`config.mk`:
```
export PLATFORM = sky130hd
export DESIGN_NAME = logic_op_arbiter_flat
export DESIGN_NICKNAME = d
export VERILOG_FILES = /design/src/rtl/logic_op_arbiter_if.sv /design/src/rtl/logic_op_arbiter.sv /design/src/flat_wrapper.sv
export SDC_FILE = /design/constraint.sdc
export NUM_CORES = 1
export LEC_CHECK = 0
export ABC_AREA = 0
export CAP_MARGIN = 20
export CORE_AREA = 8 8 104 78
export CTS_CLUSTER_DIAMETER = 200
export DETAILED_ROUTE_END_ITERATION = 12
export DIE_AREA = 0 0 112 86
export PLACE_DENSITY = 0.77
export SLEW_MARGIN = 20
export SYNTH_ARGS = -nofsm -noshare
export SYNTH_HDL_FRONTEND = slang
export SYNTH_SLANG_ARGS = --single-unit
```
`constraint.sdc`:
```
create_clock -name clk -period 3.1 [get_ports clk]
set_clock_uncertainty 0.05 [all_clocks]
set_input_delay 0.62 -clock clk [delete_from_list [all_inputs] [get_ports clk]]
set_output_delay 0.62 -clock clk [all_outputs]
set_load 0.02 [all_outputs]
```
`src/rtl/logic_op_arbiter_if.sv`:
```
// =============================================================================
// logic_op_arbiter_if : request and result bundle for logic_op_arbiter
// Optional LOGIC_ARB_ERR_EN adds res_err.                         Rev 1.0
// =============================================================================
`default_nettype none

interface logic_op_arbiter_if #(
   parameter int WIDTH = 8
);
   logic [3:0]         req;
   logic [11:0]        op;
   logic [4*WIDTH-1:0] a_in;
   logic [4*WIDTH-1:0] b_in;
   logic [3:0]         grant;
   logic               res_valid;
   logic [WIDTH-1:0]   res_data;
   logic [1:0]         res_id;
   logic               res_ready;
`ifdef LOGIC_ARB_ERR_EN
   logic               res_err;
`endif

   modport slave (
      input  req, op, a_in, b_in, res_ready,
`ifdef LOGIC_ARB_ERR_EN
      output res_err,
`endif
      output grant, res_valid, res_data, res_id
   );

   modport master (
      output req, op, a_in, b_in, res_ready,
`ifdef LOGIC_ARB_ERR_EN
      input  res_err,
`endif
      input  grant, res_valid, res_data, res_id
   );
endinterface

`default_nettype wire

```
`src/rtl/logic_op_arbiter.sv`:
```
// =============================================================================
// logic_op_arbiter : four clients share one registered bitwise logic unit,
// round-robin grant. Optional LOGIC_ARB_ERR_EN flags opcode 7.    Rev 1.0
// =============================================================================
`default_nettype none

module logic_op_arbiter #(
   parameter int WIDTH = 8
) (
   input  wire                   clk,
   input  wire                   rst,
   logic_op_arbiter_if.slave     bus
);

   typedef enum logic [1:0] {
      IDLE = 2'd0,
      EXEC = 2'd1,
      RESP = 2'd2
   } state_t;

   state_t             state, state_nxt;
   logic [1:0]         ptr, ptr_nxt;
   logic [3:0]         grant, grant_nxt;
   logic [2:0]         op_cap, op_cap_nxt;
   logic [WIDTH-1:0]   a_cap, a_cap_nxt;
   logic [WIDTH-1:0]   b_cap, b_cap_nxt;
   logic [1:0]         id_cap, id_cap_nxt;
   logic               res_valid, res_valid_nxt;
   logic [WIDTH-1:0]   res_data, res_data_nxt;
   logic [1:0]         res_id, res_id_nxt;
`ifdef LOGIC_ARB_ERR_EN
   logic               res_err, res_err_nxt;
`endif

   logic [1:0]         win;
   logic               win_found;
   logic [1:0]         cand;
   logic [2:0]         op_sel;
   logic [WIDTH-1:0]   a_sel;
   logic [WIDTH-1:0]   b_sel;

   function automatic logic [WIDTH-1:0] logic_op(input logic [2:0] code,
                                                 input logic [WIDTH-1:0] a,
                                                 input logic [WIDTH-1:0] b);
      case (code)
         3'd0:    logic_op = a & b;
         3'd1:    logic_op = a | b;
         3'd2:    logic_op = ~a;
         3'd3:    logic_op = ~(a & b);
         3'd4:    logic_op = ~(a | b);
         3'd5:    logic_op = a ^ b;
         3'd6:    logic_op = ~(a ^ b);
         default: logic_op = '0;
      endcase
   endfunction

   // First requester at or after ptr, wrapping 3 -> 0.
   always_comb begin
      win       = ptr;
      win_found = 1'b0;
      cand      = '0;
      for (int i = 0; i < 4; i++) begin
         cand = ptr + 2'(i);
         if (!win_found && bus.req[cand]) begin
            win       = cand;
            win_found = 1'b1;
         end
      end
   end

   always_comb begin
      op_sel = '0;
      a_sel  = '0;
      b_sel  = '0;
      for (int i = 0; i < 4; i++) begin
         if (win == 2'(i)) begin
            op_sel = bus.op[3*i +: 3];
            a_sel  = bus.a_in[WIDTH*i +: WIDTH];
            b_sel  = bus.b_in[WIDTH*i +: WIDTH];
         end
      end
   end

   always_comb begin
      state_nxt     = state;
      ptr_nxt       = ptr;
      grant_nxt     = '0;
      op_cap_nxt    = op_cap;
      a_cap_nxt     = a_cap;
      b_cap_nxt     = b_cap;
      id_cap_nxt    = id_cap;
      res_valid_nxt = res_valid;
      res_data_nxt  = res_data;
      res_id_nxt    = res_id;
`ifdef LOGIC_ARB_ERR_EN
      res_err_nxt   = res_err;
`endif
      case (state)
         IDLE: begin
            if (win_found) begin
               grant_nxt  = 4'b0001 << win;
               op_cap_nxt = op_sel;
               a_cap_nxt  = a_sel;
               b_cap_nxt  = b_sel;
               id_cap_nxt = win;
               state_nxt  = EXEC;
            end
         end
         EXEC: begin
            res_data_nxt  = logic_op(op_cap, a_cap, b_cap);
            res_id_nxt    = id_cap;
            res_valid_nxt = 1'b1;
`ifdef LOGIC_ARB_ERR_EN
            res_err_nxt   = (op_cap == 3'd7);
`endif
            state_nxt     = RESP;
         end
         RESP: begin
            if (bus.res_ready) begin
               res_valid_nxt = 1'b0;
`ifdef LOGIC_ARB_ERR_EN
               res_err_nxt   = 1'b0;
`endif
               ptr_nxt       = res_id + 2'd1;
               state_nxt     = IDLE;
            end
         end
         default: state_nxt = IDLE;
      endcase
   end

   always_ff @(posedge clk or posedge rst) begin
      if (rst) begin
         state     <= IDLE;
         ptr       <= '0;
         grant     <= '0;
         op_cap    <= '0;
         a_cap     <= '0;
         b_cap     <= '0;
         id_cap    <= '0;
         res_valid <= 1'b0;
         res_data  <= '0;
         res_id    <= '0;
`ifdef LOGIC_ARB_ERR_EN
         res_err   <= 1'b0;
`endif
      end else begin
         state     <= state_nxt;
         ptr       <= ptr_nxt;
         grant     <= grant_nxt;
         op_cap    <= op_cap_nxt;
         a_cap     <= a_cap_nxt;
         b_cap     <= b_cap_nxt;
         id_cap    <= id_cap_nxt;
         res_valid <= res_valid_nxt;
         res_data  <= res_data_nxt;
         res_id    <= res_id_nxt;
`ifdef LOGIC_ARB_ERR_EN
         res_err   <= res_err_nxt;
`endif
      end
   end

   assign bus.grant     = grant;
   assign bus.res_valid = res_valid;
   assign bus.res_data  = res_data;
   assign bus.res_id    = res_id;
`ifdef LOGIC_ARB_ERR_EN
   assign bus.res_err   = res_err;
`endif

endmodule

`default_nettype wire

```
`src/flat_wrapper.sv`:
```
// flat-port wrapper written by rule: the top's interface ports become plain ports
module logic_op_arbiter_flat 
#(
   parameter int WIDTH = 8
)
  (clk, rst, bus_req, bus_op, bus_a_in, bus_b_in, bus_res_ready, bus_grant, bus_res_valid, bus_res_data, bus_res_id);
  logic_op_arbiter_if #(.WIDTH(WIDTH)) bus_i ();
  input  wire clk;
  input  wire rst;
  input wire logic [$bits(bus_i.req)-1:0] bus_req;
  input wire logic [$bits(bus_i.op)-1:0] bus_op;
  input wire logic [$bits(bus_i.a_in)-1:0] bus_a_in;
  input wire logic [$bits(bus_i.b_in)-1:0] bus_b_in;
  input wire logic [$bits(bus_i.res_ready)-1:0] bus_res_ready;
  output wire logic [$bits(bus_i.grant)-1:0] bus_grant;
  output wire logic [$bits(bus_i.res_valid)-1:0] bus_res_valid;
  output wire logic [$bits(bus_i.res_data)-1:0] bus_res_data;
  output wire logic [$bits(bus_i.res_id)-1:0] bus_res_id;
  assign bus_i.req = bus_req;
  assign bus_i.op = bus_op;
  assign bus_i.a_in = bus_a_in;
  assign bus_i.b_in = bus_b_in;
  assign bus_i.res_ready = bus_res_ready;
  assign bus_grant = bus_i.grant;
  assign bus_res_valid = bus_i.res_valid;
  assign bus_res_data = bus_i.res_data;
  assign bus_res_id = bus_i.res_id;
  logic_op_arbiter #(.WIDTH(WIDTH)) u_core (.clk(clk), .rst(rst), .bus(bus_i));
endmodule
```
==> out/metrics.cfg, run 1 <==
[critical_path]
crit_slowest_cell = nor2_2
rr_worst_depth = 5
worst-endpoint-arrival_ns = 2.86
path_cells = clkdlybuf4s50_1 > buf_4 > or2_1 > a21oi_1 > or3_1 > nor2_2 > a221o_1
r2r-end = u_core.a_cap[1]
critical_path_buf_inv_count = 2
worst_setup_path_start_kind = primary input
crit_required_ns = 3.28
reg2reg_slack_ns = 0.75
worstSetupPathType = primary input to register
worst_setup_path_end_kind = register
cp_top_family = simple AND/OR/NAND/NOR gates
slowest_delay_ns = 0.61
reg2reg_from = u_core.ptr[1]
path_max_fanout = 19

[clock_tree]
cts_setup_buffers = 0
h-tree-depth = 2
cts.sinks = 40
clock_latency_ns = 0.30
numCtsBuffers = 5
clock_path_buffers = 2
cts-resized-gates = 0
path_clk_slew_ns = 0.07
cts_tree = done
holdBufCountCts = 0
root_buffer = clkbuf_8

[route]
drt_pass1_iterations = 4
vias = 2773
antenna_left = 0
wl_per_cell_um = 17.4
routed_wl_um = 8580
viasPerCell = 5.64
drtIter0Drc = 155
drc_errors = 0

[timing]
max_freq_mhz = 373
setup-tns-final_ns = 0
slew_viol_final = 0
fin_hold_ws_ns = 0.425
fin_crit_ns = 2.68
setup_viol = 0
period_share_pct = 86.5
hold_viol_final = 0
worst_pin_slew_ns = 0.985
postLayoutSetupSlackWorst_ns = 0.420
slew_headroom_pct = 34.4
rsz0062_at_grt = false

[floorplan]
die_w_um = 112
die_area_um2 = 9630
fp-row-count = 25
pin_count = 98
start_util_pct = 44.6
core_um2 = 6510
die_h_um = 86

[layout]
syn_to_final_growth_pct = 40.2
final_cells = 492
final_cell_mix = clkdlybuf4s50_1, dfrtp_1, o21ai_0
nNetsFinal = 510
final_common_cell = clkdlybuf4s50_1
n_antenna_cell = 0
drive_gt1_share_pct = 6.81
fillers = 545

[global_routing]
grt_pass1_vias = 2822
antenna_found_initial = 0
overflow = 0
grtUsageTotal_pct = 18.0
grt_max_degree = 41
grt_pass1_wl_um = 13900

[synth]
synth_fp_nets = 418
synth_area_um2 = 2900
synth-edff-count = 0
ys_top_cells_by_area = dfrtp_1, mux2_1, ha_1, a221o_1, o21ai_0
syn_inst = 319
avgSynthCellArea_um2 = 9.09
ys_seq_area_share_pct = 34.5
synth_top_cell_by_area = dfrtp_1
synth-seq-cells = 40
async_flop_share_pct = 100
yosys_warnings = 0
synth-main-ff-cell = dfrtp_1
synth.distinct_cells = 51
netlist.area_leader.share_pct = 34.5

[power_and_ir_drop]
power.total_mw = 3.63
p_leak_nw = 1.72
ir_drop_uv = 303
powerDensity_nw_per_um2 = 893

[flow_run]
drv_cap = 0

[outcome]
status = completed

[placement]
place_inst = 485
hpwl_um = 6680
post-place-ws_ns = 0.132
portBuffers = 97
place.gp.congestion = 0.824

[worst_hold_path]
hp-class = register to register
hold_path_end = u_core.bus.res_data[4]
min_delay_path_depth = 2
hold_start = u_core.bus.res_data[4]

-- how the worst max path moves through the flow --
| stage | depth (start not counted) | slack [ns] | endpoint | from |
|---|---|---|---|---|
| after floorplan | 7 | 0.69 | u_core.a_cap[1] | bus_req[0] |
| after global placement | 6 | 0.18 | u_core.a_cap[1] | bus_req[3] |
| after detailed placement | 6 | 0.13 | u_core.a_cap[1] | bus_req[3] |
| after CTS | 7 | 0.43 | u_core.b_cap[5] | bus_req[3] |
| after global routing | 7 | 0.33 | u_core.b_cap[3] | bus_req[3] |
| final | 7 | 0.42 | u_core.b_cap[5] | bus_req[3] |
-- synthesized netlist by cell type (all sizes together), types with 2 or more instances --
| master | number |
|---|---|
| a21o | 2 |
| a21oi | 23 |
| a221o | 18 |
| a22o | 4 |
| a22oi | 4 |
| a31oi | 3 |
| buf | 10 |
| clkbuf | 12 |
| dfrtp | 40 |
| ha | 16 |
| inv | 20 |
| mux2 | 20 |
| mux2i | 9 |
| nand2 | 17 |
| nand2b | 15 |
| nand3 | 18 |
| nand3b | 2 |
| nor2 | 14 |
| nor2b | 3 |
| nor3 | 4 |
| o211ai | 2 |
| o21ai | 35 |
| o221ai | 5 |
| o22ai | 6 |
| o31ai | 2 |
-- final cells by class --
type,count,area (um2),area share (%)
clock inverter,2,60.1,1.48
clock buffer,5,68.8,1.69
timing repair buffer,107,1050,25.7
inverter,20,75.1,1.85
sequential,40,1000,24.6
tap,81,101,2.49
multi-input combinational,237,1710,42.1
-- logic make-up (layout without fill, tap and decap cells) --
kind of cell / Yosys count / count (layout) / synth area share (%)
adders and majority gates: 16 / 16 / 6.90
buffers and inverters: 42 / 134 / 6.60
DFF: 40 / 40 / 34.5
muxes: 29 / 29 / 10.9
and+or+nand+nor: 79 / 79 / 14.4
AOI/OAI and AO/OA: 112 / 112 / 26.4
xor gates and xnor gates: 1 / 1 / 0.302
-- power breakdown --
part           total, mW  switching (mW)  leakage, nW  internal [mW]
Clock              0.498           0.182       0.0642          0.317
Combinational       2.02            1.02         1.15          0.997
Sequential          1.12           0.350        0.501          0.766
Total               3.63            1.55         1.72           2.08
-- sequential cells by signal, indices dropped and copies added (netlist names) --
register,count
u_core.a_cap,8
u_core.b_cap,8
u_core.bus.res_data,8
u_core.bus.grant,4
u_core.op_cap,3
u_core.bus.res_id,2
u_core.id_cap,2
u_core.ptr,2
u_core.state,2
u_core.bus.res_valid,1
-- worst reg2reg max path: stages (launching register included) --
cell     delay, ns
dfrtp_1       0.49
and3b_1       0.26
or4_1         0.48
nand2_4       0.26
mux2_1        0.38
a221o_1       0.32
-- layer usage --
| metal | up-vias | share of wire, % | GRT usage, % |
|---|---|---|---|
| met5 | - | 0 | 0 |
| met4 | 0 | 0.99 | 3.78 |
| met3 | 8 | 11 | 8.13 |
| met2 | 107 | 44 | 28.7 |
| met1 | 1291 | 45 | 22.0 |
| li1 | 1367 | - | - |
-- stage by stage --
step / utilization [%] / area (um2)
final: 62.5 / 4070
after global routing: 62.5 / 4070
after CTS: 62.5 / 4070
after detailed placement: 60.5 / 3940
after global placement: 60.5 / 3940
after floorplan: - / 2900
Power figures use the tool's default switching activity.
==> run 2: changes to the inputs <==
--- a/config.mk
+++ b/config.mk
@@ -7,11 +7,11 @@
 export LEC_CHECK = 0
 export ABC_AREA = 0
 export CAP_MARGIN = 20
-export CORE_AREA = 8 8 104 78
+export CORE_AREA = 2 2 95 97
 export CTS_CLUSTER_DIAMETER = 200
 export DETAILED_ROUTE_END_ITERATION = 12
-export DIE_AREA = 0 0 112 86
-export PLACE_DENSITY = 0.77
+export DIE_AREA = 0 0 97 99
+export PLACE_DENSITY = 0.6
 export SLEW_MARGIN = 20
 export SYNTH_ARGS = -nofsm -noshare
 export SYNTH_HDL_FRONTEND = slang
==> run 2 against run 1 <==
Routed wire length shrank 2.2%. Design area is 0.49% higher. Die area is 0.30% lower. Fmax shrank 1.5%. Register-to-register slack is essentially flat. Count of clock-buffer cells in the layout is 1 higher. Total power shrank 4.4%. Via count shrank 0.47%. Setup slack lost 0.040 ns. Cell count up 6.3%.
==> out/metrics.cfg, run 2 (synthesized netlist as in run 1, its figures left out) <==
[timing]
setup_viol = 0  ; unchanged
setup-tns-final_ns = 0  ; unchanged
worst_pin_slew_ns = 1.02  ; +0.0317 ns
rsz0062_at_grt = false
max_freq_mhz = 368  ; -1.5%
fin_crit_ns = 2.72  ; +0.0403 ns
period_share_pct = 87.8  ; +1.3 points
slew_headroom_pct = 32.2  ; -2.1 points
slew_viol_final = 0  ; unchanged
hold_viol_final = 0  ; unchanged

[floorplan]
die_w_um = 97  ; -13%
fp-row-count = 34  ; +36%
pin_count = 98  ; unchanged
die_h_um = 99  ; +15%
die_area_um2 = 9600  ; -0.30%
core_um2 = 8550  ; +31%
start_util_pct = 33.9  ; -11 points

[clock_tree]
clock_latency_ns = 0.29  ; about the same
path_clk_slew_ns = 0.08  ; about the same
cts-resized-gates = 0  ; unchanged
cts_tree = done
clock_path_buffers = 2  ; unchanged
cts_setup_buffers = 0  ; unchanged
h-tree-depth = 2  ; unchanged
root_buffer = clkbuf_8
numCtsBuffers = 5  ; unchanged
cts.sinks = 40  ; unchanged
holdBufCountCts = 0  ; unchanged

[global_routing]
overflow = 0  ; unchanged
grtUsageTotal_pct = 17.6  ; -0.43 points
grt_max_degree = 41  ; unchanged
grt_pass1_vias = 2677  ; -5.1%
grt_pass1_wl_um = 13600  ; -2.2%
antenna_found_initial = 0  ; unchanged

[placement]
portBuffers = 97  ; unchanged
placed_area_um2 = 3990  ; +1.4%
hpwl_um = 6450  ; -3.4%
place.gp.congestion = 0.811  ; -1.5%

[route]
vias = 2760  ; -0.47%
drtIter0Drc = 99  ; -36%
routed_wl_um = 8390  ; -2.2%
wl_per_cell_um = 16.0  ; -8.0%
drc_errors = 0  ; unchanged
drt_pass1_iterations = 4  ; unchanged
antenna_left = 0  ; unchanged
viasPerCell = 5.28  ; -6.4%

[critical_path]
worstSetupPathType = primary input to register
cp_top_family = simple AND/OR/NAND/NOR gates
path_cells = clkdlybuf4s50_1 > nor3_2 > or4_1 > nand2_4 > mux2_1 > a221o_1
worst_setup_path_end_kind = register
path_max_fanout = 21  ; +2
worst-endpoint-arrival_ns = 2.84  ; -0.02 ns
worst_setup_path_start_kind = primary input
critical_path_buf_inv_count = 1  ; -1
crit_required_ns = 3.22  ; -0.06 ns
crit_slowest_cell = clkdlybuf4s50_1
slowest_delay_ns = 0.59  ; -0.02 ns

[power_and_ir_drop]
sequentialPowerShare_pct = 32.0  ; +1.3 points
internal_power_mw = 1.96  ; -5.9%
p_leak_nw = 1.72  ; +0.10%
p_comb_share_pct = 57.6  ; +2.1 points
power.total_mw = 3.47  ; -4.4%
power_switching_mw = 1.52  ; -2.3%
ir_drop_uv = 339  ; +12%
netSwitchingFraction_pct = 43.6  ; +0.91 points
powerDensity_nw_per_um2 = 850  ; -4.9%
clkPwrFrac_pct = 10.3  ; -3.4 points

[layout]
fin_area_um2 = 4090  ; +0.49%
largestRegisters = u_core.a_cap x8, u_core.b_cap x8, u_core.bus.res_data x8
final_cell_mix = clkdlybuf4s50_1, dfrtp_1, o21ai_0
multi_input_area_um2 = 1710  ; unchanged
drive_gt1_share_pct = 7.71  ; +0.90 points
fillers = 813  ; +49%
final_common_cell = clkdlybuf4s50_1
syn_to_final_growth_pct = 40.9
nNetsFinal = 513  ; +0.59%
n_antenna_cell = 0  ; unchanged
seqCellArea_um2 = 1000  ; unchanged

[flow_run]
drv_cap = 0  ; unchanged

[outcome]
status = completed

[worst_hold_path]
hp-class = register to register

-- run 2: final cells by class --
class,count,share of cell area [%]
clock inverters,2,0.245
multi-input cells,237,41.9
well taps,108,3.31
inverters,20,1.84
clock buffers,6,2.02
flip-flops and latches,40,24.5
repair buffers,110,26.2
-- run 2: worst min-delay path, stage by stage, from the launching register on --
cell     delay, ns
dfrtp_1       0.35
nand2_1       0.05
nand2_1       0.05
-- run 2: through the flow --
step	util [%]	worst slack (ns)	instances	hold WS, ns
after floorplan	-	0.691	319	0.396
after global placement	46.7	0.130	515	0.409
after detailed placement	46.7	0.0772	515	0.414
after CTS	47.8	0.380	523	0.435
after global routing	47.8	0.248	523	0.461
final	47.8	0.380	523	0.428
-- run 2: final timing paths --
| kind | from | end | slack [ns] | cells after the start |
|---|---|---|---|---|
| min in group asynchronous | rst | u_core.bus.res_data[6] | 0.71 | 3 |
| worst max-delay path | bus_req[2] | u_core.a_cap[7] | 0.38 | 6 |
| worst max register to register | u_core.ptr[1] | u_core.a_cap[7] | 0.75 | 5 |
| max in group asynchronous | rst | u_core.b_cap[3] | 1.93 | 3 |
| worst min-delay path | u_core.bus.res_data[3] | u_core.bus.res_data[3] | 0.43 | 2 |
| worst min register to register | u_core.bus.res_data[3] | u_core.bus.res_data[3] | 0.43 | 2 |
-- run 2: per-layer routing --
layer | vias to the layer above | GRT usage [%] | wire (um)
li1 | 1373 | - | -
met1 | 1316 | 24.0 | 3900
met2 | 64 | 29.6 | 4070
met3 | 7 | 3.33 | 362
met4 | 0 | 2.93 | 58
met5 | - | 0 | 0
-- run 2: power groups by stage --
stage	Sequential, mW	Clock (mW)	Combinational, mW
floorplan	1.02	0	1.47
global placement	1.11	0	1.96
detailed placement	1.13	0	2.01
CTS	1.11	0.372	2.02
global route	1.17	0.397	2.24
finish	1.11	0.359	2.00
